[config.mk]
export PLATFORM = sky130hd
export DESIGN_NAME = stepper_pulse_gen
export DESIGN_NICKNAME = d
export VERILOG_FILES = /design/src/rtl/stepper_pulse_gen.sv
export SDC_FILE = /design/constraint.sdc
export NUM_CORES = 1
export LEC_CHECK = 0
export ABC_AREA = 1
export CAP_MARGIN = 20
export CORE_MARGIN = 10
export CORE_UTILIZATION = 55
export DETAILED_ROUTE_END_ITERATION = 10
export PLACE_DENSITY = 0.79
export SLEW_MARGIN = 5
export SYNTH_ARGS = -nofsm -noshare
export SYNTH_HDL_FRONTEND = slang
export SYNTH_SLANG_ARGS = --single-unit
[constraint.sdc]
create_clock -name sclk -period 3.2 [get_ports sclk]
set_input_delay 0.64 -clock sclk [delete_from_list [all_inputs] [get_ports sclk]]
set_output_delay 0.64 -clock sclk [all_outputs]
set_load 0.1 [all_outputs]
[src/rtl/stepper_pulse_gen.sv]
`default_nettype none
// ============================================================================
//  Module   : stepper_pulse_gen
//  Purpose  : Turns the level motion command (enable/direct) from the turntable
//             sequencer into step/direction/enable signals for an external
//             stepper driver. Applies a linear, clamped period ramp while
//             accelerating and decelerating, guarantees a direction setup
//             window before the first pulse and reports motion status.
//  Ports    : sclk      - system clock
//             s_rst_n   - synchronous active-low reset
//             enable    - motion request (1 = move)
//             direct    - requested direction (1 = clockwise), used only
//                         while enable=1
//             pul       - step pulse, PUL_W cycles high per step
//             dir       - direction to the driver
//             ena_n     - driver enable, active-low
//             busy      - high whenever the generator is not idle
//             at_speed  - high while cruising at PER_MIN
//             pos_clr   - (STEP_POS_EN only) synchronous clear of pos
//             pos       - (STEP_POS_EN only) signed step position, wraps
//  Options  : define STEP_POS_EN to build the step position counter.
//  Revision : 1.0 - initial release
// ============================================================================
module stepper_pulse_gen #(
    parameter int PER_MAX   = 50_000,
    parameter int PER_MIN   = 5_000,
    parameter int PER_STEP  = 500,
    parameter int PUL_W     = 100,
    parameter int SETUP_CYC = 500,
    parameter int CW        = 20
) (
    input  logic               sclk,
    input  logic               s_rst_n,
    input  logic               enable,
    input  logic               direct,
`ifdef STEP_POS_EN
    input  logic               pos_clr,
    output logic signed [31:0] pos,
`endif
    output logic               pul,
    output logic               dir,
    output logic               ena_n,
    output logic               busy,
    output logic               at_speed
);

    // ------------------------------------------------------------------------
    // Constants
    // ------------------------------------------------------------------------
    localparam int SW = (SETUP_CYC > 1) ? $clog2(SETUP_CYC) : 1;

    localparam logic [CW-1:0] c_PER_MAX  = CW'(PER_MAX);
    localparam logic [CW-1:0] c_PER_MIN  = CW'(PER_MIN);
    localparam logic [CW-1:0] c_PER_STEP = CW'(PER_STEP);
    localparam logic [CW-1:0] c_PUL_W    = CW'(PUL_W);
    localparam logic [CW-1:0] c_ONE      = CW'(1);

    // One bit wider so the clamp comparisons can never overflow
    localparam logic [CW:0]   c_PER_MAX_X  = (CW+1)'(PER_MAX);
    localparam logic [CW:0]   c_PER_MIN_X  = (CW+1)'(PER_MIN);
    localparam logic [CW:0]   c_PER_STEP_X = (CW+1)'(PER_STEP);

    localparam logic [SW-1:0] c_SETUP_LAST = SW'(SETUP_CYC - 1);

    typedef enum logic [4:0] {
        S_IDLE   = 5'b00001,
        S_SETUP  = 5'b00010,
        S_ACCEL  = 5'b00100,
        S_CRUISE = 5'b01000,
        S_DECEL  = 5'b10000
    } state_t;

    // ------------------------------------------------------------------------
    // State
    // ------------------------------------------------------------------------
    state_t          state_q,     state_d;
    logic [CW-1:0]   cur_per_q,   cur_per_d;
    logic [CW-1:0]   per_cnt_q,   per_cnt_d;
    logic [SW-1:0]   setup_cnt_q, setup_cnt_d;
    logic            dir_q,       dir_d;
    logic            ena_n_q,     ena_n_d;
    logic            pul_q,       pul_d;

    // ------------------------------------------------------------------------
    // Helper terms
    // ------------------------------------------------------------------------
    logic            w_last;      // step boundary cycle
    logic            w_rev;       // reversal requested while enabled
    logic            w_stop;      // stop or reverse request
    logic [CW-1:0]   w_ramp_dn;   // max(cur_per - PER_STEP, PER_MIN)
    logic [CW-1:0]   w_ramp_up;   // min(cur_per + PER_STEP, PER_MAX)
    logic [CW:0]     w_per_x;

    assign w_last  = (per_cnt_q == (cur_per_q - c_ONE));
    // Gated by enable so an undriven direct cannot leak in while disabled;
    // a simultaneous enable fall and direction change therefore reads as stop.
    assign w_rev   = enable && (direct != dir_q);
    assign w_stop  = !enable || w_rev;
    assign w_per_x = {1'b0, cur_per_q};

    // The subtraction / addition below only happens when the comparison has
    // already proven it stays inside [PER_MIN, PER_MAX], so nothing wraps.
    assign w_ramp_dn = (w_per_x >= (c_PER_MIN_X + c_PER_STEP_X))
                     ? (cur_per_q - c_PER_STEP) : c_PER_MIN;
    assign w_ramp_up = ((w_per_x + c_PER_STEP_X) >= c_PER_MAX_X)
                     ? c_PER_MAX : (cur_per_q + c_PER_STEP);

    // ------------------------------------------------------------------------
    // Next-state and output logic
    // ------------------------------------------------------------------------
    always_comb begin
        state_d     = state_q;
        cur_per_d   = cur_per_q;
        per_cnt_d   = per_cnt_q;
        setup_cnt_d = setup_cnt_q;
        dir_d       = dir_q;
        ena_n_d     = ena_n_q;
        pul_d       = 1'b0;

        case (state_q)
            S_IDLE: begin
                ena_n_d   = 1'b1;
                per_cnt_d = '0;
                cur_per_d = c_PER_MAX;
                if (enable) begin
                    dir_d       = direct;
                    ena_n_d     = 1'b0;
                    setup_cnt_d = '0;
                    state_d     = S_SETUP;
                end
            end

            S_SETUP: begin
                if (!enable) begin
                    ena_n_d = 1'b1;
                    state_d = S_IDLE;
                end else if (setup_cnt_q == c_SETUP_LAST) begin
                    per_cnt_d = '0;
                    cur_per_d = c_PER_MAX;
                    state_d   = S_ACCEL;
                end else begin
                    setup_cnt_d = setup_cnt_q + SW'(1);
                end
            end

            S_ACCEL, S_CRUISE, S_DECEL: begin
                // pul is registered, so the first pulse appears the cycle
                // after per_cnt returns to zero.
                pul_d     = (per_cnt_q < c_PUL_W);
                per_cnt_d = per_cnt_q + c_ONE;
                if (w_last) begin
                    per_cnt_d = '0;
                    case (state_q)
                        S_ACCEL: begin
                            if (w_stop) begin
                                state_d = S_DECEL;
                            end else begin
                                cur_per_d = w_ramp_dn;
                                if (w_ramp_dn == c_PER_MIN) begin
                                    state_d = S_CRUISE;
                                end
                            end
                        end
                        S_CRUISE: begin
                            cur_per_d = c_PER_MIN;
                            if (w_stop) begin
                                state_d = S_DECEL;
                            end
                        end
                        default: begin  // S_DECEL
                            if (enable && !w_rev) begin
                                // Request withdrawn: re-accelerate from here
                                state_d = S_ACCEL;
                            end else if (cur_per_q == c_PER_MAX) begin
                                if (!enable) begin
                                    ena_n_d = 1'b1;
                                    state_d = S_IDLE;
                                end else begin
                                    // Stopped at start speed: safe point to
                                    // turn around after a fresh setup window.
                                    dir_d       = direct;
                                    setup_cnt_d = '0;
                                    state_d     = S_SETUP;
                                end
                            end else begin
                                cur_per_d = w_ramp_up;
                            end
                        end
                    endcase
                end
            end

            default: begin
                ena_n_d = 1'b1;
                state_d = S_IDLE;
            end
        endcase
    end

    always_ff @(posedge sclk) begin
        if (!s_rst_n) begin
            state_q     <= S_IDLE;
            cur_per_q   <= c_PER_MAX;
            per_cnt_q   <= '0;
            setup_cnt_q <= '0;
            dir_q       <= 1'b0;
            ena_n_q     <= 1'b1;
            pul_q       <= 1'b0;
        end else begin
            state_q     <= state_d;
            cur_per_q   <= cur_per_d;
            per_cnt_q   <= per_cnt_d;
            setup_cnt_q <= setup_cnt_d;
            dir_q       <= dir_d;
            ena_n_q     <= ena_n_d;
            pul_q       <= pul_d;
        end
    end

    assign pul      = pul_q;
    assign dir      = dir_q;
    assign ena_n    = ena_n_q;
    assign busy     = (state_q != S_IDLE);
    assign at_speed = (state_q == S_CRUISE);

    // ------------------------------------------------------------------------
    // Optional step position counter
    // ------------------------------------------------------------------------
`ifdef STEP_POS_EN
    logic        w_step;
    logic [31:0] pos_q, pos_d;

    // Every boundary completes one step in the direction currently latched.
    assign w_step = ((state_q == S_ACCEL) || (state_q == S_CRUISE) ||
                     (state_q == S_DECEL)) && w_last;

    always_comb begin
        pos_d = pos_q;
        if (pos_clr) begin
            pos_d = '0;
        end else if (w_step) begin
            pos_d = dir_q ? (pos_q + 32'd1) : (pos_q - 32'd1);
        end
    end

    always_ff @(posedge sclk) begin
        if (!s_rst_n) begin
            pos_q <= '0;
        end else begin
            pos_q <= pos_d;
        end
    end

    assign pos = pos_q;
`endif

endmodule
`default_nettype wire

==> impl_metrics.toml <==
[run_status]
outcome = "finished, final reports clean"

[clock_tree]
root_buffer = "clkbuf_8"
clockBufferDepth = 2
numCtsBuffers = 9
clk_latency_ns = 0.34
cts.clk_slew.worst_paths_ns = 0.07
cts_tree = "done"
htreeDepth = 3
cts.sinks = 57

[timing]
hold_ws_ns = 0.484
finClkSkew_ns = 0.0130
min_period_ns = 2.85
setup_violations = 0
worst_pin_slew_ns = 0.732
fmax_mhz = 351
fin_crit_sh_pct = 89.0
max-slew-margin-rel_pct = 51.2
final_hold_viol_count = 0
drv_slew = 0
setup_tns_ns = 0
grt_setup_unrepaired = "false"

[die]
die_area_mm2 = 0.0138
fp.dieH_um = 117
dieWidth_um = 117
rows = 35
core_mm2 = 0.00924
io_pins = 9
start_util_pct = 56.5

[cells_and_area]
nFillCells = 934
drive_above_1_share_pct = 6.76
n_antenna_cell = 0
syn2layout_area_growth_pct = 7.47
layout.nets = 937

[power]
ir_drop_mv = 0.330
power_frac_comb_pct = 53.4
clkPwrFrac_pct = 21.2
power_density_mw_per_mm2 = 653
p_int_mw = 1.80
seqPwrFrac_pct = 25.4
p_switching_mw = 1.86
p_leak_nw = 2.60
sw_frac_of_total_pct = 50.8

[synthesis]
synthTopCellsByArea = "nand2_1, dfxtp_1, nor2_1"
yosysSeqAreaShare_pct = 21.8
synth_mux_area_share_pct = 0
syn_inst = 923
synth_compound_area_share_pct = 8.31
synth_fa_ha_area_share_pct = 1.44
syn_nets = 933
ys_top_cells_by_count = "nand2_1, nor2_1, inv_1"
synth_top_area_share_pct = 23.1
synth-edff-count = 0
synth_area_leader_cell = "nand2_1"
yosysMostFrequentCell = "nand2_1"
postSynthAreaPerCell_um2 = 5.66
ys_ff_latch = 57
yosysUniqueCellTypes = 39
ys.flop_type = "dfxtp_1"
synth_top_family_by_area = "simple AND/OR/NAND/NOR gates"
ys_warn_count = 0
synthArstFlopShare_pct = 0
syn_area_mm2 = 0.00522
synth-simple-area-share_pct = 49.7
synthXorXnorAreaFrac_pct = 8.22

[placement]
io_buffers = 8
dp_hpwl_mm = 12.0
place_congestion = 1.02

[drt]
routed_wl_mm = 15.3
postRouteAntennaNets = 0
drt_iter0_markers = 674
drt-pass1-iter-count = 6
wl_per_cell_um = 14.4
drcViolationCount = 0
vias_per_cell = 5.42
vias = 5746

[setup_path]
crit_type = "flip-flop to flip-flop"
crit_chain = "ha_1 > nor2_1 > nand3_1 > nand2_1 > nor2_1 > nand4_1 > nand2_1 > nand3_1 > nor2_1 > o21ai_0 > o21ai_0 > nand2_1 > nand2_1 > nand2_1"
worstPathMaxFanout = 8
cp-start-kind = "flip-flop"
crit_top_cell = "nand2_1"
cp.arrival_ns = 3.09
cp_slowest_cell = "dfxtp_1"
cp_data_required_time_ns = 3.44
reg2reg_from = "cur_per_q[3]"
cpPeakStageDelay_ns = 0.52
crit_path_end_kind = "flip-flop"
worstSetupStartpoint = "cur_per_q[3]"

[grt]
grt-ovfl-total = 0
grt_pass1_vias = 5165
grt_pass1_wl_mm = 25.3
grtUsageTotal_pct = 21.6
antenna_found_initial = 0
grt_max_degree = 24

[flow_run]
drv_cap = 0

[hold_path]
hp-start = "ena_n"
hp-class = "flip-flop to flip-flop"
## worst paths after layout
path	end	slack, ns	cells past startpoint
worst max-delay path	cur_per_q[8]	0.35	14
worst min-delay path	ena_n	0.48	2
worst max register to register	cur_per_q[8]	0.35	14
worst min register to register	ena_n	0.48	2
## stage by stage
stage	std cells	power, mW	area (µm²)	setup slack, ns	util [%]
3_5_place_dp	1045	2.85	5390	0.228	58.3
5_1_grt	1061	3.95	5610	0.0771	60.8
6_report	1061	3.67	5610	0.352	60.8
3_3_place_gp	1045	2.84	5390	0.317	58.3
4_1_cts	1061	3.62	5610	0.231	60.7
2_1_floorplan	923	2.44	5220	0.554	-
## kinds of logic (layout without fill, tap and decap cells)
group                      Yosys count  count (layout)
DFF                                 57              57
AOI/OAI and AO/OA                   81              81
adders and majority gates            6               6
and+or+nand+nor                    599             599
xor gates and xnor gates            49              49
buffers and inverters              131             140
## area by class of cell
| class | instances | area (µm²) | share of cell area, % |
|---|---|---|---|
| Clock inverter | 5 | 78.8 | 1.40 |
| Timing Repair Buffer | 20 | 158 | 2.81 |
| Sequential cell | 57 | 1140 | 20.3 |
| Multi-Input combinational cell | 735 | 3540 | 63.1 |
| Clock buffer | 11 | 141 | 2.52 |
| Inverter | 104 | 390 | 6.95 |
| Tap cell | 129 | 161 | 2.87 |
## sequential cells by signal, summed over array words and instances, names as in the netlist
signal and cells:
cur_per_q 20, pul 1, state_q 5, per_cnt_q 20, setup_cnt_q 9, dir 1
ena_n 1
## critical path, delay by kind of cell (launching register included)
kind / cells / cell delay, ns
DFF: 1 / 0.52
and+or+nand+nor: 11 / 1.33
AOI/OAI and AO/OA: 2 / 0.56
adders and majority gates: 1 / 0.32
## routing by layer
metal / routed length, µm / global-route usage [%]
met1: 6860 / 28.7
met2: 6700 / 33.4
met3: 1240 / 3.69
met4: 510 / 9.66
met5: 0 / 0
## what timing repair did
| action | 4_1_cts | 5_1_grt |
|---|---|---|
| setup buffers | 0 | 0 |
| setup endpoints to repair | 0 | 11 |
| resized for setup | 0 | 1 |
| hold buffers | 0 | 0 |
## cell usage in the layout, fill, tap and decap left out, types with 9 or more instances in the layout
cell type,instances
xor2_1,35
buf_4,17
nand3_1,70
nor3_1,23
nor2_1,126
clkbuf_8,10
nor2_4,9
xnor2_1,14
dfxtp_1,57
nand4_1,16
inv_1,100
nand2_1,321
a21oi_1,44
o21ai_0,23
## power by group through the flow
| stage | registers (mW) | clock network, mW | logic (mW) |
|---|---|---|---|
| after floorplan | 0.927 | 0 | 1.52 |
| after global placement | 0.940 | 0 | 1.90 |
| after detailed placement | 0.938 | 0 | 1.91 |
| after CTS | 0.923 | 0.785 | 1.91 |
| after global routing | 0.941 | 0.825 | 2.19 |
| final | 0.931 | 0.779 | 1.96 |
Note: power is estimated with default switching activity, not from simulation.
